$ cat config.mk
export PLATFORM = sky130hd
export DESIGN_NAME = logic_unit_sweep_ctrl
export DESIGN_NICKNAME = d
export VERILOG_FILES = /design/src/rtl/logic_unit_pkg.sv /design/src/rtl/logic_unit_sweep_ctrl_hold_timer.sv /design/src/rtl/logic_unit_sweep_ctrl.sv
export SDC_FILE = /design/constraint.sdc
export NUM_CORES = 1
export LEC_CHECK = 0
export BUFFER_PORTS_ARGS = -buffer_cell sky130_fd_sc_hd__buf_2
export CORE_MARGIN = 5
export CORE_UTILIZATION = 40
export DETAILED_ROUTE_END_ITERATION = 8
export HOLD_SLACK_MARGIN = 0.03
export PLACE_DENSITY = 0.59
export SLEW_MARGIN = 25
export SYNTH_ARGS = -nofsm -noshare
export SYNTH_HDL_FRONTEND = slang
export SYNTH_SLANG_ARGS = --single-unit
$ cat constraint.sdc
create_clock -name Clk -period 2.9 [get_ports Clk]
set_input_delay 0.145 -clock Clk [delete_from_list [all_inputs] [get_ports Clk]]
set_output_delay 0.145 -clock Clk [all_outputs]
set_load 0.01 [all_outputs]
$ cat src/rtl/logic_unit_pkg.sv
// Shared definitions for the logic-unit self-test sweep: FSM encoding,
// output bit positions and the expected truth table indexed by {Inp_2, Inp_1}.
package logic_unit_pkg;

  typedef enum logic [1:0] {
    ST_IDLE   = 2'd0,
    ST_DRIVE  = 2'd1,
    ST_SAMPLE = 2'd2,
    ST_FINISH = 2'd3
  } sweep_state_e;

  localparam int OUT_W    = 5;
  localparam int OUT_NOT  = 0;
  localparam int OUT_AND  = 1;
  localparam int OUT_OR   = 2;
  localparam int OUT_NAND = 3;
  localparam int OUT_XOR  = 4;

  function automatic logic [OUT_W-1:0] truth_row(input logic [1:0] vec);
    logic [OUT_W-1:0] row;
    row           = {OUT_W{1'b0}};
    row[OUT_NOT]  = ~vec[0];
    row[OUT_AND]  = vec[0] & vec[1];
    row[OUT_OR]   = vec[0] | vec[1];
    row[OUT_NAND] = ~(vec[0] & vec[1]);
    row[OUT_XOR]  = vec[0] ^ vec[1];
    return row;
  endfunction

  // 00 -> 01001, 01 -> 11100, 10 -> 11101, 11 -> 00110
  localparam logic [OUT_W-1:0] EXP_TABLE [4] = '{
    truth_row(2'd0), truth_row(2'd1), truth_row(2'd2), truth_row(2'd3)
  };

endpackage

$ cat src/rtl/logic_unit_sweep_ctrl_hold_timer.sv
// Loadable down-counter that sets how long each sweep vector is held.
// It stops at zero, and zero is reported combinationally from the count.
module sweep_hold_timer #(
  parameter int TMR_W = 8
) (
  input  logic             clk,
  input  logic             rst,
  input  logic             load,
  input  logic             en,
  input  logic [TMR_W-1:0] load_val,
  output logic             zero
);

  logic [TMR_W-1:0] count_q;
  logic [TMR_W-1:0] count_d;

  assign zero = (count_q == {TMR_W{1'b0}});

  // next count: load wins, otherwise count down to zero and stop there
  always_comb begin
    count_d = count_q;
    if (load) begin
      count_d = load_val;
    end else if (en && !zero) begin
      count_d = count_q - {{(TMR_W-1){1'b0}}, 1'b1};
    end else begin
      count_d = count_q;
    end
  end

  // count register
  always_ff @(posedge clk or posedge rst) begin
    if (rst) begin
      count_q <= {TMR_W{1'b0}};
    end else begin
      count_q <= count_d;
    end
  end

endmodule

$ cat src/rtl/logic_unit_sweep_ctrl.sv
// Self-test sequencer: steps the logic unit through all four input vectors,
// checks the five outputs against the truth table and records the results.
module logic_unit_sweep_ctrl
  import logic_unit_pkg::*;
#(
  parameter int HOLD_CYCLES = 4,
  parameter int TMR_W       = 8,
  parameter int ERR_W       = 3
) (
  input  logic             Clk,
  input  logic             Rst,
  input  logic             Start,
  output logic             Inp_1,
  output logic             Inp_2,
  input  logic [OUT_W-1:0] Outp,
  output logic             Busy,
  output logic             Done,
  output logic             Pass,
  output logic [ERR_W-1:0] Err_Cnt,
  output logic [1:0]       Fail_Vec,
  output logic [OUT_W-1:0] Fail_Mask
);

  localparam logic [TMR_W-1:0] HOLD_LOAD = TMR_W'(HOLD_CYCLES - 1);

  sweep_state_e     state_q, state_d;
  logic [1:0]       vec_q, vec_d;
  logic [1:0]       inp_q, inp_d;
  logic             busy_q, busy_d;
  logic             done_q, done_d;
  logic             pass_q, pass_d;
  logic [ERR_W-1:0] err_cnt_q, err_cnt_d;
  logic [1:0]       fail_vec_q, fail_vec_d;
  logic [OUT_W-1:0] fail_mask_q, fail_mask_d;
  logic [OUT_W-1:0] diff_s;
  logic             tmr_load_s, tmr_en_s, tmr_zero_s;

  sweep_hold_timer #(.TMR_W(TMR_W)) u_hold_timer (
    .clk      (Clk),
    .rst      (Rst),
    .load     (tmr_load_s),
    .en       (tmr_en_s),
    .load_val (HOLD_LOAD),
    .zero     (tmr_zero_s)
  );

  // sweep FSM next-state, comparator and result update
  always_comb begin
    state_d     = state_q;
    vec_d       = vec_q;
    inp_d       = inp_q;
    busy_d      = busy_q;
    done_d      = 1'b0;
    pass_d      = pass_q;
    err_cnt_d   = err_cnt_q;
    fail_vec_d  = fail_vec_q;
    fail_mask_d = fail_mask_q;
    tmr_load_s  = 1'b0;
    tmr_en_s    = 1'b0;
    diff_s      = Outp ^ EXP_TABLE[vec_q];
    case (state_q)
      ST_IDLE: begin
        inp_d  = 2'b00;
        busy_d = 1'b0;
        if (Start) begin
          state_d     = ST_DRIVE;
          vec_d       = 2'd0;
          busy_d      = 1'b1;
          pass_d      = 1'b0;
          err_cnt_d   = {ERR_W{1'b0}};
          fail_vec_d  = 2'd0;
          fail_mask_d = {OUT_W{1'b0}};
          tmr_load_s  = 1'b1;
        end else begin
          state_d = ST_IDLE;
        end
      end
      ST_DRIVE: begin
        inp_d = vec_q;
        if (tmr_zero_s) begin
          state_d = ST_SAMPLE;
        end else begin
          tmr_en_s = 1'b1;
        end
      end
      ST_SAMPLE: begin
        // only the first mismatching vector is captured in Fail_Vec/Fail_Mask
        if (diff_s != {OUT_W{1'b0}}) begin
          err_cnt_d = err_cnt_q + ERR_W'(1);
          if (err_cnt_q == {ERR_W{1'b0}}) begin
            fail_vec_d  = vec_q;
            fail_mask_d = diff_s;
          end else begin
            fail_vec_d  = fail_vec_q;
          end
        end else begin
          err_cnt_d = err_cnt_q;
        end
        if (vec_q == 2'd3) begin
          state_d = ST_FINISH;
          done_d  = 1'b1;
          pass_d  = (err_cnt_d == {ERR_W{1'b0}});
          inp_d   = 2'b00;
        end else begin
          state_d    = ST_DRIVE;
          vec_d      = vec_q + 2'd1;
          inp_d      = vec_q + 2'd1;
          tmr_load_s = 1'b1;
        end
      end
      ST_FINISH: begin
        state_d = ST_IDLE;
        busy_d  = 1'b0;
        inp_d   = 2'b00;
      end
      default: begin
        state_d = ST_IDLE;
        busy_d  = 1'b0;
        inp_d   = 2'b00;
      end
    endcase
  end

  // state and registered outputs
  always_ff @(posedge Clk or posedge Rst) begin
    if (Rst) begin
      state_q     <= ST_IDLE;
      vec_q       <= 2'd0;
      inp_q       <= 2'b00;
      busy_q      <= 1'b0;
      done_q      <= 1'b0;
      pass_q      <= 1'b0;
      err_cnt_q   <= {ERR_W{1'b0}};
      fail_vec_q  <= 2'd0;
      fail_mask_q <= {OUT_W{1'b0}};
    end else begin
      state_q     <= state_d;
      vec_q       <= vec_d;
      inp_q       <= inp_d;
      busy_q      <= busy_d;
      done_q      <= done_d;
      pass_q      <= pass_d;
      err_cnt_q   <= err_cnt_d;
      fail_vec_q  <= fail_vec_d;
      fail_mask_q <= fail_mask_d;
    end
  end

  assign Inp_1     = inp_q[0];
  assign Inp_2     = inp_q[1];
  assign Busy      = busy_q;
  assign Done      = done_q;
  assign Pass      = pass_q;
  assign Err_Cnt   = err_cnt_q;
  assign Fail_Vec  = fail_vec_q;
  assign Fail_Mask = fail_mask_q;

endmodule

==> tab_implementation.tex, run 1 <==
\begin{tabular}{lr}
\hline
Metric & Value \\
\hline
\multicolumn{2}{l}{\textbf{Placement}} \\
Input/output buffers & 22 \\
Routability congestion estimate & 0.8151 \\
HPWL after detailed placement & 2.347 mm \\
Dpl cells & 223 \\
Placed cell area & 1692 um2 \\
Pre-CTS setup slack & 0.5816 ns \\
\multicolumn{2}{l}{\textbf{Global route}} \\
Overflow left after global routing & 0 \\
Initial antenna violation count & 0 \\
Global-route wire length before repair & 5.478 mm \\
Vias in the first global route & 1,184 \\
Total Routing Usage GR & 0.1309 \\
Maximum number of pins on one net before global-route repair & 28 \\
\multicolumn{2}{l}{\textbf{Yosys}} \\
Warnings, synthesis & 0 \\
Cell area after technology mapping & 1544 um2 \\
Complex-gate fraction of the synthesized area & 0.1596 \\
Xor/xnor cell area share of the yosys netlist & 0.05673 \\
Dominant combinational cell family by area after synthesis & simple AND/OR/NAND/NOR gates \\
Area fraction in and, or, nand and nor cells after synthesis & 0.1791 \\
Sequential cell area fraction in the yosys report & 0.4376 \\
Total of flip-flops plus latches after synthesis & 27 \\
Average instance area after synthesis & 9.834 um2 \\
Total nets after synthesis & 176 \\
Adder-Cell Fraction of Synth Area & 0.08914 \\
Count of mapped cells out of synthesis & 157 \\
Multiplexer fraction of the synthesized cell area & 0.02674 \\
Distinct cell type count of the synthesized netlist & 42 \\
\multicolumn{2}{l}{\textbf{Job}} \\
Reported max-cap violation count & 0 \\
\multicolumn{2}{l}{\textbf{STA}} \\
Sum Neg Setup Slack & 0 ns \\
Setup repair after global routing missed its margin & false \\
Final Critical Period & 2.322 ns \\
Max frequency & 0.4307 GHz \\
Pin slew with the least headroom to its limit & 0.5851 ns \\
Clock Skews & 0.008701 ns \\
Final cycle utilization of the critical path & 0.8007 \\
Final hold slack & 0.1589 ns \\
Worst path setup slack after routing & 0.5780 ns \\
Number of max-slew violations in the final report & 0 \\
Final hold violations & 0 \\
Count of endpoints failing setup in the final report & 0 \\
Relative max-transition margin & 0.6094 \\
\multicolumn{2}{l}{\textbf{Final layout}} \\
Number of antenna cells inserted & 0 \\
Share of the core filled with cells in the final layout & 0.4739 \\
\# nets final & 200 \\
Area grow syn2layout & 13.21\% \\
Share of final-layout standard cells stronger than drive strength 1 & 0.2111 \\
Non-filler cells in the finished layout & 228 \\
Finished layout cell area & 1748 um2 \\
\multicolumn{2}{l}{\textbf{Critical path}} \\
Worst setup path category & reg -> reg \\
Critical path endpoint category & flop \\
Arrival time of the worst setup path & 2.49 ns \\
Count of cells along the worst register-to-register path & 7 \\
Critical path fanouts, max & 10 \\
Startpoint kind of the worst setup timing path & flop \\
Required time worst endpoint & 3.07 ns \\
\multicolumn{2}{l}{\textbf{Routing}} \\
Overall routed net length & 3.125 mm \\
Via count & 1,181 \\
Ratio of routed vias to standard cells & 5.180 \\
Detailed-routing iteration count for the pre-antenna-repair pass & 4 \\
Detailed router's first-iteration violation count & 75 \\
Residual antenna-violating net count after detailed routing & 0 \\
Detailed-route DRC error count & 0 \\
Post-DR wirelength/cell & 13.71 um \\
\multicolumn{2}{l}{\textbf{Clocking}} \\
TritonCTS buffer count & 3 \\
Post-CTS setup buffer count & 0 \\
Clock-pin slew reported for the worst setup and hold paths after clock tree synthesis & 0.10 ns \\
CTS H-tree depth & 1 \\
CTS-repair resized insts & 0 \\
CTS tree & yes \\
Insertion delay of the later-clocked pin in the worst-skew pair & 0.27 ns \\
Clock root cell & clkbuf\_8 \\
Clock tree buffer depth & 2 \\
Number of clock sinks & 27 \\
\multicolumn{2}{l}{\textbf{Floorplan}} \\
Total number of placement rows & 22 \\
Chip Width & 72.13 um \\
Die ar. & 5203 um2 \\
Die Height & 72.13 um \\
Number of placed I/O pins & 23 \\
Starting utilization of the core area & 0.4186 \\
Floorplan core area & 3689 um2 \\
\multicolumn{2}{l}{\textbf{Pwr}} \\
Overall power consumption & 1.709 mW \\
Leak pwr & 0.8845 nW \\
Worst supply voltage drop on vdd & 0.0004436 V \\
PwrDens & 977.7 nW/um2 \\
\multicolumn{2}{l}{\textbf{Hold path}} \\
Path type of the worst min-delay path & in -> reg \\
Hold path depth & 3 \\
\multicolumn{2}{l}{\textbf{Run status}} \\
Result of the run & completed \\
\hline
\end{tabular}
critical path, cell delays in order, from the launching register on:
cell      delay (ns)
dfrtp_1         0.46
inv_1           0.13
ha_1            0.23
or3_4           0.39
a211oi_2        0.30
nand2_2         0.21
and3_4          0.25
a32o_1          0.26
cell families after synthesis:
group                    after synthesis
buffers and inverters                 18
multiplexers                           4
adder cells (fa/ha/maj)               11
flip-flops                            27
AO/OA/AOI/OAI                         32
AND/OR/NAND/NOR                       55
XOR/XNOR                              10
cells in the final DEF, fill, tap and decap left out, types with 2 or more instances in the layout:
cell type  count
nor2_1        13
nand2_1       17
a21o_1         3
ha_1          11
nand2b_1       4
xor2_1         2
o21ai_0        5
xnor2_1        8
a21oi_1        3
nor4_1         4
a22o_1         8
dfrtp_1       27
mux2i_1        3
nand3_1        4
clkbuf_8       3
or3_4          2
buf_2         22
nor3_1         3
inv_1         12
what timing repair did:
item	4_1_cts	5_1_grt
setup endpoints to repair	0	0
hold buffers	0	1
hold endpoints to repair	0	27
power breakdown:
part | switching, mW | internal, mW
Clock | 0.120 | 0.0963
Sequential | 0.122 | 0.498
Combinational | 0.500 | 0.373
Total | 0.742 | 0.967
path summary, 6_finish.rpt:
check,slack [ns],from,to
setup / recovery,0.58,vec_q[0]$_DFFE_PP0P_,Fail_Mask[0]$_DFFE_PP0P_
hold / removal,0.16,Start,Busy$_DFFE_PP0P_
setup reg to reg,0.58,vec_q[0]$_DFFE_PP0P_,Fail_Mask[0]$_DFFE_PP0P_
hold reg to reg,0.50,Busy$_DFFE_PP0P_,Busy$_DFFE_PP0P_
max in group asynchronous,2.04,Rst,Done$_DFF_PP0_
min in group asynchronous,0.47,Rst,state_q[0]$_DFFE_PP0P_
sequential cells by signal, indices dropped and copies added (netlist names):
| register | count |
|---|---|
| state_q | 2 |
| vec_q | 2 |
| u_hold_timer.count_q | 8 |
| Err_Cnt | 3 |
| Done | 1 |
| Fail_Vec | 2 |
| Pass | 1 |
| Fail_Mask | 5 |
| Busy | 1 |
| inp_q | 2 |
cells in the mapped netlist, drive strengths merged:
master,number,area [um2]
nor2,13,48.80
xor2,2,17.52
a21oi,4,23.77
a21boi,1,7.510
a21o,3,22.52
nor3b,1,7.510
clkbuf,1,3.750
a31oi,1,6.260
nor2b,1,6.260
mux2,1,11.26
a22oi,1,7.510
nor4,4,25.02
nor3,3,15.01
nand4,1,6.260
and3,2,17.52
o21ai,6,30.02
a22o,8,70.07
nand3,4,20.02
dfrtp,27,675.7
or3,3,28.78
a41oi,1,8.760
nand2,18,70.07
or2,1,6.260
o22ai,1,6.260
buf,4,26.27
mux2i,3,30.03
a211o,1,8.760
o41ai,1,16.27
xnor2,8,70.07
ha,11,137.6
a32o,1,10.01
nand2b,4,25.02
a31o,1,8.760
a211oi,2,20.02
inv,13,48.80
metal layers:
| metal | vias up | wire length, um | track usage | part of all wire |
|---|---|---|---|---|
| met5 | - | 0 | 0 | 0 |
| met1 | 563 | 1539 | 0.1826 | 0.49 |
| met2 | 27 | 1421 | 0.2042 | 0.45 |
| met3 | 2 | 146 | 0.02216 | 0.047 |
| met4 | 0 | 18 | 0.04593 | 0.0058 |
| li1 | 589 | - | - | - |
area by class of cell:
type / count / area (um2)
Fill cell: 380 / 1941
Multi-Input combinational cell: 112 / 789.5
Sequential cell: 27 / 675.6
Timing Repair Buffer: 24 / 127.6
Tap cell: 48 / 60.06
Inverter: 13 / 48.80
Clock buffer: 3 / 41.29
Clock inverter: 1 / 5.005
Power figures use the tool's default switching activity.
==> inputs of run 2 (changes only) <==
==> constraint.sdc (replaced) <==
create_clock -name Clk -period 2.3 [get_ports Clk]
set_input_delay 0.115 -clock Clk [delete_from_list [all_inputs] [get_ports Clk]]
set_output_delay 0.115 -clock Clk [all_outputs]
set_load 0.01 [all_outputs]
==> run 2 against run 1 <==
Against the previous run:
- power up 29%
- hold slack worse by 0.023 ns
- highest routed layer unchanged
- largest power group unchanged
- critical path depth unchanged
==> tab_implementation.tex, run 2 (synthesized netlist as in run 1, its figures left out) <==
\begin{tabular}{lr}
\hline
Metric & Value \\
\hline
\multicolumn{2}{l}{\textbf{Global route}} \\
Maximum number of pins on one net before global-route repair & 28 \\
Total Routing Usage GR & 0.1283 \\
Global-route wire length before repair & 5.326 mm \\
Vias in the first global route & 1,157 \\
Overflow left after global routing & 0 \\
Initial antenna violation count & 0 \\
\multicolumn{2}{l}{\textbf{Clocking}} \\
Insertion delay of the later-clocked pin in the worst-skew pair & 0.27 ns \\
Clock tree buffer depth & 2 \\
Post-CTS setup buffer count & 0 \\
Number of clock sinks & 27 \\
Clock-pin slew reported for the worst setup and hold paths after clock tree synthesis & 0.09 ns \\
Clock root cell & clkbuf\_8 \\
TritonCTS buffer count & 3 \\
CTS tree & yes \\
CTS H-tree depth & 1 \\
\multicolumn{2}{l}{\textbf{Critical path}} \\
Count of cells along the worst register-to-register path & 7 \\
Critical path endpoint category & flop \\
Worst setup path category & reg -> reg \\
Critical path fanouts, max & 10 \\
Startpoint kind of the worst setup timing path & flop \\
Maximum cell stage delay along the critical path & 0.40 ns \\
Crit-path slowest cell & dfrtp\_1 \\
Capture point of the worst reg-to-reg path & Fail\_Mask[0]\$\_DFFE\_PP0P\_ \\
Arrival time of the worst setup path & 2.34 ns \\
Required time worst endpoint & 2.47 ns \\
Register-to-register path setup slack & 0.12 ns \\
Crit path cell chain & inv\_1 -> ha\_1 -> or3\_4 -> a211oi\_2 -> nand2\_4 -> and3\_4 -> a32o\_1 \\
Source of the worst register-to-register timing path & vec\_q[1]\$\_DFFE\_PP0P\_ \\
\multicolumn{2}{l}{\textbf{Final layout}} \\
\# nets final & 206 \\
Number of antenna cells inserted & 0 \\
Top library cells by usage in the layout, fill and taps aside & 27 x dfrtp\_1, 22 x buf\_2, 17 x nand2\_1 \\
Finished layout cell area & 1804 um2 \\
Non-filler cells in the finished layout & 234 \\
Area grow syn2layout & 16.86\% \\
Share of final-layout standard cells stronger than drive strength 1 & 0.2258 \\
Max reg flops & 8 \\
Leading cell type in the layout, fill and taps excluded & dfrtp\_1 \\
Register with the most flip-flops & u\_hold\_timer.count\_q \\
Share of the core filled with cells in the final layout & 0.4891 \\
\multicolumn{2}{l}{\textbf{Floorplan}} \\
Floorplan core area & 3689 um2 \\
Number of placed I/O pins & 23 \\
Total number of placement rows & 22 \\
Chip Width & 72.13 um \\
Die Height & 72.13 um \\
Die ar. & 5203 um2 \\
Starting utilization of the core area & 0.4186 \\
\multicolumn{2}{l}{\textbf{Pwr}} \\
Worst supply voltage drop on vdd & 0.0004923 V \\
Leak pwr & 0.9247 nW \\
PwrDens & 1226 nW/um2 \\
\multicolumn{2}{l}{\textbf{Placement}} \\
Pre-CTS setup slack & 0.1385 ns \\
Input/output buffers & 22 \\
Placed cell area & 1737 um2 \\
Dpl cells & 229 \\
Routability congestion estimate & 0.7196 \\
HPWL after detailed placement & 2.336 mm \\
\multicolumn{2}{l}{\textbf{Routing}} \\
Residual antenna-violating net count after detailed routing & 0 \\
Detailed router's first-iteration violation count & 59 \\
Detailed-route DRC error count & 0 \\
Via count & 1,172 \\
Overall routed net length & 3.058 mm \\
Ratio of routed vias to standard cells & 5.009 \\
Detailed-routing iteration count for the pre-antenna-repair pass & 4 \\
Post-DR wirelength/cell & 13.07 um \\
\multicolumn{2}{l}{\textbf{STA}} \\
Worst path setup slack after routing & 0.1216 ns \\
Final Critical Period & 2.178 ns \\
Sum Neg Setup Slack & 0 ns \\
Final cycle utilization of the critical path & 0.9471 \\
Number of max-slew violations in the final report & 0 \\
Clock Skews & 0.004578 ns \\
Max frequency & 0.4591 GHz \\
Final hold violations & 0 \\
Count of endpoints failing setup in the final report & 0 \\
Pin slew with the least headroom to its limit & 0.4979 ns \\
Relative max-transition margin & 0.6674 \\
\multicolumn{2}{l}{\textbf{Job}} \\
Reported max-cap violation count & 0 \\
\multicolumn{2}{l}{\textbf{Hold path}} \\
Beginning of the worst hold path & Start \\
Path type of the worst min-delay path & in -> reg \\
Hold-critical path endpoint & Busy\$\_DFFE\_PP0P\_ \\
Hold path depth & 3 \\
\multicolumn{2}{l}{\textbf{Run status}} \\
Result of the run & completed \\
\hline
\end{tabular}
[run 2: changes by cell type in the layout (fill, tap and decap cells not counted), sizes merged]
cell / change
buf: +6
clkbuf: +1
clkinv: -1
[run 2: how the worst max path moves through the flow]
stage	depth (start not counted)	endpoint	start
3_5_place_dp	7	Fail_Mask[0]$_DFFE_PP0P_	vec_q[1]$_DFFE_PP0P_
5_1_grt	7	Fail_Mask[0]$_DFFE_PP0P_	vec_q[1]$_DFFE_PP0P_
6_report	7	Fail_Mask[0]$_DFFE_PP0P_	vec_q[1]$_DFFE_PP0P_
2_1_floorplan	8	Fail_Mask[0]$_DFFE_PP0P_	vec_q[0]$_DFFE_PP0P_
4_1_cts	7	Fail_Mask[0]$_DFFE_PP0P_	vec_q[1]$_DFFE_PP0P_
3_3_place_gp	7	Fail_Mask[0]$_DFFE_PP0P_	vec_q[1]$_DFFE_PP0P_
[run 2: report_power, final]
part           internal [mW]  switching, mW  leakage (nW)  total (mW)
clock                  0.124          0.142        0.0228       0.266
combinational          0.526          0.657         0.546        1.18
sequential             0.628          0.135         0.356       0.763
[run 2: cell type report]
cell class	instances	area, um2
multi-input cells	112	802.0
clock buffers	4	45.04
well taps	48	60.06
inverters	13	48.80
fillers	361	1884
repair buffers	30	172.7
flip-flops and latches	27	675.6
[run 2: through the flow]
step	total power, mW	hold WS [ns]
after detailed placement	1.938	0.2038
final	2.212	0.1361
after global placement	1.919	0.1931
after CTS	2.216	0.1309
after global routing	2.442	0.1264
after floorplan	1.604	0.1677
[run 2: worst max-delay path, delay by kind of cell (launching register included)]
| kind | cells | cell delay [ns] |
|---|---|---|
| DFF | 1 | 0.40 |
| AOI/OAI and AO/OA | 2 | 0.60 |
| and+or+nand+nor | 3 | 0.80 |
| adders and majority gates | 1 | 0.19 |
| buffers and inverters | 1 | 0.08 |
[run 2: what timing repair did]
action,CTS,global route
hold endpoints to repair,27,0
hold buffers,1,0
resized for setup,0,2
endpoints found under the setup margin,0,7
[run 2: routing by layer]
layer  part of all wire  vias up  GRT usage
met5                  0        -          0
met4             0.0095        0    0.03758
met3              0.055        4    0.03463
met2               0.44       20     0.2012
met1               0.49      551     0.1729
li1                   -      597          -
==> inputs of run 3 (changes only) <==
--- a/config.mk
+++ b/config.mk
@@ -14,4 +14,5 @@
 export SLEW_MARGIN = 25
 export SYNTH_ARGS = -nofsm -noshare
 export SYNTH_HDL_FRONTEND = slang
+export SYNTH_HIERARCHICAL = 1
 export SYNTH_SLANG_ARGS = --single-unit
==> run 3 against run 2 <==
Against the previous run:
- cell area grew 14%
- register-to-register slack lost 0.03 ns
- clock skew grew 0.0045 ns
- non-clock buffer count grew 10
- sequential power grew 11%
- combinational power grew 29%
- power grew 20%
- via count grew 28%
- clock power grew 7.5%
- largest cell class unchanged
==> tab_implementation.tex, run 3 <==
\begin{tabular}{lr}
\hline
Metric & Value \\
\hline
\multicolumn{2}{l}{\textbf{STA}} \\
Relative max-transition margin & 0.4976 \\
Clock Skews & 0.009126 ns \\
Max frequency & 0.4528 GHz \\
Number of max-slew violations in the final report & 0 \\
Final hold slack & 0.1132 ns \\
Final Critical Period & 2.208 ns \\
Count of endpoints failing setup in the final report & 0 \\
Final hold violations & 0 \\
Pin slew with the least headroom to its limit & 0.7528 ns \\
Worst path setup slack after routing & 0.09161 ns \\
Final cycle utilization of the critical path & 0.9602 \\
Sum Neg Setup Slack & 0 ns \\
\multicolumn{2}{l}{\textbf{Placement}} \\
Pre-CTS setup slack & -0.01796 ns \\
HPWL after detailed placement & 3.004 mm \\
Input/output buffers & 22 \\
Placed cell area & 1963 um2 \\
Routability congestion estimate & 0.8897 \\
\multicolumn{2}{l}{\textbf{Floorplan}} \\
Chip Width & 74.79 um \\
Starting utilization of the core area & 0.4168 \\
Die Height & 74.79 um \\
Floorplan core area & 4029 um2 \\
Die ar. & 5594 um2 \\
Number of placed I/O pins & 23 \\
Total number of placement rows & 23 \\
\multicolumn{2}{l}{\textbf{Clocking}} \\
Clock tree buffer depth & 2 \\
Number of clock sinks & 27 \\
CTS tree & yes \\
CTS H-tree depth & 1 \\
Clock root cell & clkbuf\_8 \\
TritonCTS buffer count & 3 \\
Insertion delay of the later-clocked pin in the worst-skew pair & 0.28 ns \\
Clock-pin slew reported for the worst setup and hold paths after clock tree synthesis & 0.11 ns \\
\multicolumn{2}{l}{\textbf{Yosys}} \\
Total of flip-flops plus latches after synthesis & 27 \\
Post-synth EDFFs & 0 \\
Cell type with the highest aggregate area in the netlist & dfrtp\_1 \\
Cell area after technology mapping & 1679 um2 \\
Most frequent cell after synthesis & dfrtp\_1 \\
Primary FF master, synth & dfrtp\_1 \\
Area fraction of the dominant cell type after synthesis & 0.4024 \\
Count of mapped cells out of synthesis & 178 \\
Distinct cell type count of the synthesized netlist & 49 \\
Sequential cell area fraction in the yosys report & 0.4024 \\
Share of synthesized registers carrying an async set or reset & 1.000 \\
Commonest cells in the netlist & 27 x dfrtp\_1, 18 x nand2\_1, 15 x inv\_1 \\
Warnings, synthesis & 6 \\
Average instance area after synthesis & 9.433 um2 \\
Biggest area contributors in the synthesized netlist & dfrtp\_1 40\%, ha\_1 9.7\%, nand2\_1 4.0\%, a22o\_2 3.6\%, inv\_1 3.4\% \\
\multicolumn{2}{l}{\textbf{Critical path}} \\
Count of cells along the worst register-to-register path & 9 \\
Worst setup path category & reg -> reg \\
Critical path fanouts, max & 5 \\
Arrival time of the worst setup path & 2.42 ns \\
Required time worst endpoint & 2.51 ns \\
Critical path endpoint category & flop \\
Startpoint kind of the worst setup timing path & flop \\
\multicolumn{2}{l}{\textbf{Hold path}} \\
Hold path depth & 3 \\
Path type of the worst min-delay path & in -> reg \\
\multicolumn{2}{l}{\textbf{Pwr}} \\
Leak pwr & 1.001 nW \\
PwrDens & 1294 nW/um2 \\
Worst supply voltage drop on vdd & 0.0005022 V \\
\multicolumn{2}{l}{\textbf{Routing}} \\
Detailed-route DRC error count & 0 \\
Overall routed net length & 3.933 mm \\
Post-DR wirelength/cell & 14.35 um \\
Residual antenna-violating net count after detailed routing & 0 \\
Ratio of routed vias to standard cells & 5.496 \\
Detailed-routing iteration count for the pre-antenna-repair pass & 4 \\
Detailed router's first-iteration violation count & 79 \\
Via count & 1,506 \\
\multicolumn{2}{l}{\textbf{Job}} \\
Reported max-cap violation count & 0 \\
\multicolumn{2}{l}{\textbf{Final layout}} \\
Share of final-layout standard cells stronger than drive strength 1 & 0.2723 \\
\# nets final & 246 \\
Number of antenna cells inserted & 0 \\
Max reg flops & 8 \\
Register with the most flip-flops & u\_hold\_timer/count\_q \\
Area grow syn2layout & 21.98\% \\
Top library cells by usage in the layout, fill and taps aside & 26 x dfrtp\_1, 22 x buf\_2, 18 x nand2\_1 \\
Finished layout cell area & 2048 um2 \\
Leading cell type in the layout, fill and taps excluded & dfrtp\_1 \\
\multicolumn{2}{l}{\textbf{Global route}} \\
Total Routing Usage GR & 0.1502 \\
Vias in the first global route & 1,445 \\
Global-route wire length before repair & 6.451 mm \\
Initial antenna violation count & 0 \\
Overflow left after global routing & 0 \\
Maximum number of pins on one net before global-route repair & 20 \\
\multicolumn{2}{l}{\textbf{Run status}} \\
Result of the run & completed \\
\hline
\end{tabular}
==> run 3: power by group <==
part | internal, mW | leakage, nW | switching (mW)
Combinational | 0.675 | 0.633 | 0.844
Sequential | 0.672 | 0.347 | 0.172
Clock | 0.123 | 0.0217 | 0.163
Total | 1.47 | 1.00 | 1.18
==> run 3: worst max-delay path: stages, from the launching register on <==
cell and delay (ns):
dfrtp_1 0.37, inv_1 0.07, ha_1 0.20, or3b_2 0.22
nor2_1 0.04, nand2b_4 0.15, inv_2 0.06, or3b_4 0.38
or4_1 0.47, a31oi_1 0.17
==> run 3: kinds of logic after synthesis <==
family / share of synthesized area
flops: 0.4024
mux: 0.01341
fa+ha+maj: 0.09687
other cells: 0.004473
simple gates: 0.1833
xor+xnor: 0.02609
compound gates: 0.2258
buf+inv: 0.04769
==> run 3: metrics by stage <==
stage	instances	total power, mW	util
after floorplan	184	1.828	-
after global placement	266	2.264	0.4873
after detailed placement	266	2.323	0.4873
after CTS	272	2.626	0.5037
after global routing	274	2.890	0.5084
final	274	2.650	0.5084
==> run 3: final timing paths <==
check	from	endpoint	slack [ns]
setup / recovery	u_hold_timer/count_q[0]$_DFFE_PP0P_	u_hold_timer/count_q[5]$_DFFE_PP0P_	0.09
hold / removal	Start	Busy$_DFFE_PP0P_	0.11
setup reg to reg	u_hold_timer/count_q[0]$_DFFE_PP0P_	u_hold_timer/count_q[5]$_DFFE_PP0P_	0.09
hold reg to reg	Fail_Mask[0]$_DFFE_PP0P_	Fail_Mask[0]$_DFFE_PP0P_	0.48
max in group asynchronous	Rst	vec_q[1]$_DFFE_PP0P_	1.27
min in group asynchronous	Rst	u_hold_timer/count_q[5]$_DFFE_PP0P_	0.33
==> run 3: repair_timing <==
action / in CTS / in global routing
endpoints found under the hold margin: 27 / 0
hold buffers: 1 / 0
gates resized for setup: 0 / 2
endpoints found under the setup margin: 2 / 11
buffers inserted: 1 / 2
==> run 3: final cells by class <==
class                           count  area [um2]
Fill cell                         377        1981
Clock buffer                        3       41.29
Inverter                           15       56.30
Tap cell                           50       62.56
Clock inverter                      1       7.507
Sequential cell                    27       676.9
Multi-Input combinational cell    138       955.9
Timing Repair Buffer               40       247.7
==> run 3: per-layer routing <==
metal  wire length, um  GRT usage  part of all wire  vias to the layer above
li1                  -          -                 -                      731
met1              1615     0.1698              0.41                      730
met2              2069     0.2917              0.53                       35
met3               175    0.01602             0.044                       10
met4                72    0.04743             0.018                        0
met5                 0          0                 0                        -
